**src/rtl/uart_rx_if.sv**
```systemverilog
`timescale 1ns/1ps
// Receive-side byte handshake between the UART receiver and its consumer.
// The receiver drives the byte and its status flags; the consumer drives rx_ready.
interface uart_rx_if;
  logic [7:0] rx_data;
  logic       rx_valid;
  logic       rx_ready;
  logic       parity_err;
  logic       frame_err;
  logic       overrun_err;

  modport master (
    output rx_data,
    output rx_valid,
    output parity_err,
    output frame_err,
    output overrun_err,
    input  rx_ready
  );

  modport slave (
    input  rx_data,
    input  rx_valid,
    input  parity_err,
    input  frame_err,
    input  overrun_err,
    output rx_ready
  );
endinterface

```
**src/rtl/uart_rx.sv**
```systemverilog
`timescale 1ns/1ps
// UART receiver: 8 data bits LSB first, even parity, one stop bit, oversampled
// by an external baud_tick enable. Delivers each byte with parity/frame flags,
// holds it until the consumer handshakes, and flags an overrun when a new byte
// arrives while the previous one is still pending.
module uart_rx #(
  parameter int OVERSAMPLE = 16
) (
  input  logic     clk,
  input  logic     reset,
  input  logic     baud_tick,
  input  logic     uart_rxd,
  output logic     uart_rts,
  uart_rx_if.master rxBus
);

  localparam int CW = $clog2(OVERSAMPLE);
  localparam logic [CW-1:0] TICK_MID  = CW'(OVERSAMPLE / 2 - 1);
  localparam logic [CW-1:0] TICK_LAST = CW'(OVERSAMPLE - 1);

  typedef enum logic [2:0] {
    IDLE,
    START,
    DATA,
    PARITY,
    STOP,
    WAIT_HIGH
  } state_t;

  state_t          r_state;
  logic            r_sync1;
  logic            r_sync2;
  logic [CW-1:0]   r_tickCnt;
  logic [2:0]      r_bitCnt;
  logic [7:0]      r_shift;
  logic            r_parityPend;
  logic [7:0]      r_data;
  logic            r_valid;
  logic            r_parityErr;
  logic            r_frameErr;
  logic            r_overrun;

  logic            w_rxdS;
  logic            w_tickLast;
  logic            w_accept;

  assign w_rxdS     = r_sync2;
  assign w_tickLast = (r_tickCnt == TICK_LAST);
  assign w_accept   = !r_valid || rxBus.rx_ready;

  assign rxBus.rx_data     = r_data;
  assign rxBus.rx_valid    = r_valid;
  assign rxBus.parity_err  = r_parityErr;
  assign rxBus.frame_err   = r_frameErr;
  assign rxBus.overrun_err = r_overrun;
  assign uart_rts          = r_valid;

  // Two-flop synchronizer for the asynchronous serial line, idling high.
  always_ff @(posedge clk) begin
    if (!reset) begin
      r_sync1 <= 1'b1;
      r_sync2 <= 1'b1;
    end else begin
      r_sync1 <= uart_rxd;
      r_sync2 <= r_sync1;
    end
  end

  // Frame FSM plus output holding registers; a delivery on the same edge as a
  // handshake overrides the clear because it is assigned later in the block.
  always_ff @(posedge clk) begin
    if (!reset) begin
      r_state      <= IDLE;
      r_tickCnt    <= '0;
      r_bitCnt     <= '0;
      r_shift      <= '0;
      r_parityPend <= 1'b0;
      r_data       <= '0;
      r_valid      <= 1'b0;
      r_parityErr  <= 1'b0;
      r_frameErr   <= 1'b0;
      r_overrun    <= 1'b0;
    end else begin
      if (r_valid && rxBus.rx_ready) begin
        r_valid     <= 1'b0;
        r_parityErr <= 1'b0;
        r_frameErr  <= 1'b0;
        r_overrun   <= 1'b0;
      end

      if (baud_tick) begin
        case (r_state)
          IDLE: begin
            if (!w_rxdS) begin
              r_state   <= START;
              r_tickCnt <= '0;
            end
          end

          START: begin
            if (r_tickCnt == TICK_MID) begin
              r_tickCnt <= '0;
              r_bitCnt  <= '0;
              r_state   <= w_rxdS ? IDLE : DATA;
            end else begin
              r_tickCnt <= r_tickCnt + CW'(1);
            end
          end

          DATA: begin
            if (w_tickLast) begin
              r_tickCnt <= '0;
              r_shift   <= {w_rxdS, r_shift[7:1]};
              if (r_bitCnt == 3'd7) begin
                r_bitCnt <= '0;
                r_state  <= PARITY;
              end else begin
                r_bitCnt <= r_bitCnt + 3'd1;
              end
            end else begin
              r_tickCnt <= r_tickCnt + CW'(1);
            end
          end

          PARITY: begin
            if (w_tickLast) begin
              r_tickCnt    <= '0;
              r_parityPend <= (^r_shift) ^ w_rxdS;
              r_state      <= STOP;
            end else begin
              r_tickCnt <= r_tickCnt + CW'(1);
            end
          end

          STOP: begin
            if (w_tickLast) begin
              r_tickCnt <= '0;
              r_state   <= w_rxdS ? IDLE : WAIT_HIGH;
              if (w_accept) begin
                r_data      <= r_shift;
                r_parityErr <= r_parityPend;
                r_frameErr  <= !w_rxdS;
                r_valid     <= 1'b1;
                r_overrun   <= 1'b0;
              end else begin
                r_overrun   <= 1'b1;
              end
            end else begin
              r_tickCnt <= r_tickCnt + CW'(1);
            end
          end

          WAIT_HIGH: begin
            if (w_rxdS) begin
              r_state <= IDLE;
            end
          end

          default: begin
            r_state <= IDLE;
          end
        endcase
      end
    end
  end

endmodule

```
**src/flat_wrapper.sv**
```systemverilog
// flat-port wrapper written by rule: the top's interface ports become plain ports
module uart_rx_flat 
#(
  parameter int OVERSAMPLE = 16
)
  (clk, reset, baud_tick, uart_rxd, uart_rts, rxBus_rx_data, rxBus_rx_valid, rxBus_parity_err, rxBus_frame_err, rxBus_overrun_err, rxBus_rx_ready);
  uart_rx_if rxBus_i ();
  input  logic clk;
  input  logic reset;
  input  logic baud_tick;
  input  logic uart_rxd;
  output logic uart_rts;
  output wire logic [$bits(rxBus_i.rx_data)-1:0] rxBus_rx_data;
  output wire logic [$bits(rxBus_i.rx_valid)-1:0] rxBus_rx_valid;
  output wire logic [$bits(rxBus_i.parity_err)-1:0] rxBus_parity_err;
  output wire logic [$bits(rxBus_i.frame_err)-1:0] rxBus_frame_err;
  output wire logic [$bits(rxBus_i.overrun_err)-1:0] rxBus_overrun_err;
  input wire logic [$bits(rxBus_i.rx_ready)-1:0] rxBus_rx_ready;
  assign rxBus_rx_data = rxBus_i.rx_data;
  assign rxBus_rx_valid = rxBus_i.rx_valid;
  assign rxBus_parity_err = rxBus_i.parity_err;
  assign rxBus_frame_err = rxBus_i.frame_err;
  assign rxBus_overrun_err = rxBus_i.overrun_err;
  assign rxBus_i.rx_ready = rxBus_rx_ready;
  uart_rx #(.OVERSAMPLE(OVERSAMPLE)) u_core (.clk(clk), .reset(reset), .baud_tick(baud_tick), .uart_rxd(uart_rxd), .uart_rts(uart_rts), .rxBus(rxBus_i));
endmodule
```
**config.mk**
```make
export PLATFORM = sky130hd
export DESIGN_NAME = uart_rx_flat
export DESIGN_NICKNAME = d
export VERILOG_FILES = /design/src/rtl/uart_rx_if.sv /design/src/rtl/uart_rx.sv /design/src/flat_wrapper.sv
export SDC_FILE = /design/constraint.sdc
export NUM_CORES = 1
export LEC_CHECK = 0
export CAP_MARGIN = 5
export CORE_AREA = 2 2 63 65
export DETAILED_ROUTE_END_ITERATION = 8
export DIE_AREA = 0 0 65 67
export GPL_ROUTABILITY_DRIVEN = 0
export PLACE_DENSITY = 0.62
export SYNTH_ARGS = -nofsm -noshare
export SYNTH_HDL_FRONTEND = slang
export SYNTH_SLANG_ARGS = --single-unit
```
**constraint.sdc**
```tcl
create_clock -name clk -period 5.3 [get_ports clk]
set_clock_uncertainty 0.2 [all_clocks]
set_input_delay 0.53 -clock clk [delete_from_list [all_inputs] [get_ports clk]]
set_output_delay 0.53 -clock clk [all_outputs]
set_load 0.01 [all_outputs]
```
==> flow_metrics.tcl <==
set metrics [dict create \
    antenna_found_initial 0 \
    layout-area-overhead-vs-synth_pct 18.6 \
    crit_path_cell_trace "clkdlybuf4s50_1 > nand4_4 > nor4b_4 > and2b_1 > mux2i_1 > nor2_1" \
    core-area_um2 3610 \
    rsz0062_at_grt "false" \
    synth_cell_type_count 43 \
    path_class "input port to register" \
    syn_inst 173 \
    htreeDepth 2 \
    final_max_slew_viol_count 0 \
    die_h_um 67 \
    grt_max_degree 27 \
    worstPathArrival_ns 2.51 \
    post-route-util_pct 52.7 \
    vias 1217 \
    max_cap_viol_count 0 \
    drc 0 \
    post-cts-setup-buffer-count 0 \
    p_total_mw 0.517 \
    cp_data_required_time_ns 5.25 \
    first_global_vias 1209 \
    cpPeakStageDelay_ns 0.66 \
    grt_first_pass_wirelength_um 5360 \
    clockBufferDepth 2 \
    start_kind "input port" \
    cts_buffers 5 \
    die-area_um2 4360 \
    fin_cells 237 \
    peakVddDrop_uv 189 \
    cts.sinks 33 \
    overflow 0 \
    syn_area_um2 1600 \
    clk_latency_ns 0.28 \
    dp_cells 229 \
    post_drt_wl_per_cell_um 12.5 \
    most-common-layout-cells "dfxtp_1, nor2_1, mux2i_1" \
    status "finished, final reports clean" \
    drive_gt1_share_pct 7.41 \
    power_density_nw_per_um2 272 \
    path_clk_slew_ns 0.07 \
    tns_ns 0 \
    syn_avg_cell_area_um2 9.26 \
    ctsHoldBuffers 0 \
    cts-root-buf "clkbuf_8" \
    final_net_count 196 \
    track_usage_pct 16.3 \
    fp.dieW_um 65 \
    io-pin-count 18 \
    regToRegSetupSlack_ns 2.97 \
    final-hold-violation-count 0 \
    post-route-period-util_pct 48.3 \
    first_iter_violations 51 \
    totalWireLength_um 2970 \
    ys_seq_area_share_pct 41.2 \
    critPathCaptureType "register" \
    min_period_ns 2.56 \
    placed_area_um2 1780 \
    first_pass_iters 4 \
    leakage_nw 0.690 \
    design_area_um2 1900 \
    critPathMaxFanout 10 \
    yosys_warnings 0 \
    postRouteAntennaNets 0 \
    synth.net_count 181 \
    relSlewSlack_pct 52.7 \
    layout_commonest_cell "dfxtp_1" \
    rows 22 \
    cts-resized-gates 0 \
    setup_ws_ns 2.74 \
    crit_slowest_cell "clkdlybuf4s50_1" \
    initial_core_util_pct 44.4 \
    place_hpwl_um 2090 \
    whs_ns 0.222 \
    numPortBuffers 17 \
    fillCellCount 358 \
    cts_tree "yes" \
    vias_per_cell 5.14 \
    max_freq_mhz 391 \
    setup_violations 0 \
    tightest_slew_ns 0.705 \
    synth_seq_cells 33 \
    preCtsSetupSlack_ns 2.45 \
    hp-class "register to register" \
    diodes 0 \
]
-- cell families after synthesis --
logic type	count (synthesis)	synth area share, %
compound gates	24	10.6
simple gates	70	23.5
buf+inv	14	4.21
xor+xnor	11	6.87
flops	33	41.2
fa+ha+maj	3	2.34
mux	18	11.2
-- routing by layer --
| metal | GRT usage (%) | part of all wire, % |
|---|---|---|
| met1 | 19.5 | 48 |
| met2 | 26.5 | 47 |
| met3 | 5.74 | 3.9 |
| met4 | 6.38 | 0.74 |
| met5 | 0 | 0 |
-- path summary, 6_finish.rpt --
check | to | startpoint | depth (start not counted)
max | u_core.rxBus.rx_data[7] | baud_tick | 6
min | u_core.r_sync2 | u_core.r_sync1 | 1
max reg2reg | u_core.rxBus.rx_data[7] | u_core.r_tickCnt[0] | 6
min reg2reg | u_core.r_sync2 | u_core.r_sync1 | 1
-- synthesized netlist by cell type --
| cell type | number | area share (%) |
|---|---|---|
| o21a_1 | 2 | 0.94 |
| nor2_4 | 1 | 0.70 |
| o2111ai_1 | 1 | 0.55 |
| dfxtp_1 | 33 | 41 |
| nor4b_4 | 1 | 1.5 |
| a21boi_0 | 1 | 0.47 |
| a21bo_2 | 1 | 0.62 |
| o211a_1 | 2 | 1.2 |
| o311a_1 | 1 | 0.62 |
| nand3_1 | 6 | 1.9 |
| and3_1 | 2 | 0.78 |
| nand4_1 | 1 | 0.39 |
| xor2_1 | 2 | 1.1 |
| xnor2_1 | 8 | 4.4 |
| nand2b_1 | 3 | 1.2 |
| clkbuf_2 | 1 | 0.31 |
| clkinv_1 | 1 | 0.23 |
| nand4_4 | 1 | 1.3 |
| clkbuf_1 | 4 | 0.94 |
| or2_2 | 1 | 0.39 |
| and2b_1 | 1 | 0.47 |
| o31a_1 | 1 | 0.55 |
| nor3_2 | 1 | 0.62 |
| or4b_1 | 1 | 0.62 |
| buf_4 | 1 | 0.47 |
| mux2i_1 | 18 | 11 |
| nor2b_1 | 4 | 1.6 |
| o21ai_2 | 1 | 0.55 |
| nand2_1 | 12 | 2.8 |
| nor3_1 | 4 | 1.2 |
| o21bai_1 | 1 | 0.47 |
| buf_2 | 2 | 0.62 |
| buf_6 | 1 | 0.70 |
| nand4b_1 | 1 | 0.55 |
| inv_1 | 4 | 0.94 |
| ha_1 | 3 | 2.3 |
| o22a_1 | 1 | 0.55 |
| a22oi_1 | 2 | 0.94 |
| nor3b_1 | 2 | 0.94 |
| o21ai_0 | 3 | 0.94 |
| xnor3_1 | 1 | 1.4 |
| nor2_1 | 28 | 6.6 |
| a21oi_1 | 7 | 2.2 |
-- area by class of cell --
type	count	area, um2	area share [%]
tap	48	60.1	3.16
multi-input combinational	126	875	46.0
inverter	5	18.8	0.987
clock buffer	7	86.3	4.54
clock inverter	1	30.0	1.58
sequential	33	661	34.8
timing repair buffer	17	170	8.95
-- critical path: cells and delay by family --
| family | cells | cell delay (ns) |
|---|---|---|
| buffers and inverters | 1 | 0.66 |
| AND/OR/NAND/NOR | 4 | 1.04 |
| multiplexers | 1 | 0.27 |
-- flip-flops by register name, summed over array words and instances (netlist names) --
register,count
u_core.r_shift,8
u_core.rxBus.rx_data,8
u_core.r_tickCnt,4
u_core.r_bitCnt,3
u_core.r_state,3
u_core.r_parityPend,1
u_core.r_sync1,1
u_core.r_sync2,1
u_core.rxBus.frame_err,1
u_core.rxBus.overrun_err,1
u_core.rxBus.parity_err,1
u_core.rxBus.rx_valid,1
-- power by group --
part	leakage (nW)	internal, mW	switching, mW
registers	0.266	0.249	0.00334
clock network	0.0585	0.153	0.0892
logic	0.365	0.00950	0.0121
total	0.690	0.412	0.105
Note: power is estimated with default switching activity, not from simulation.
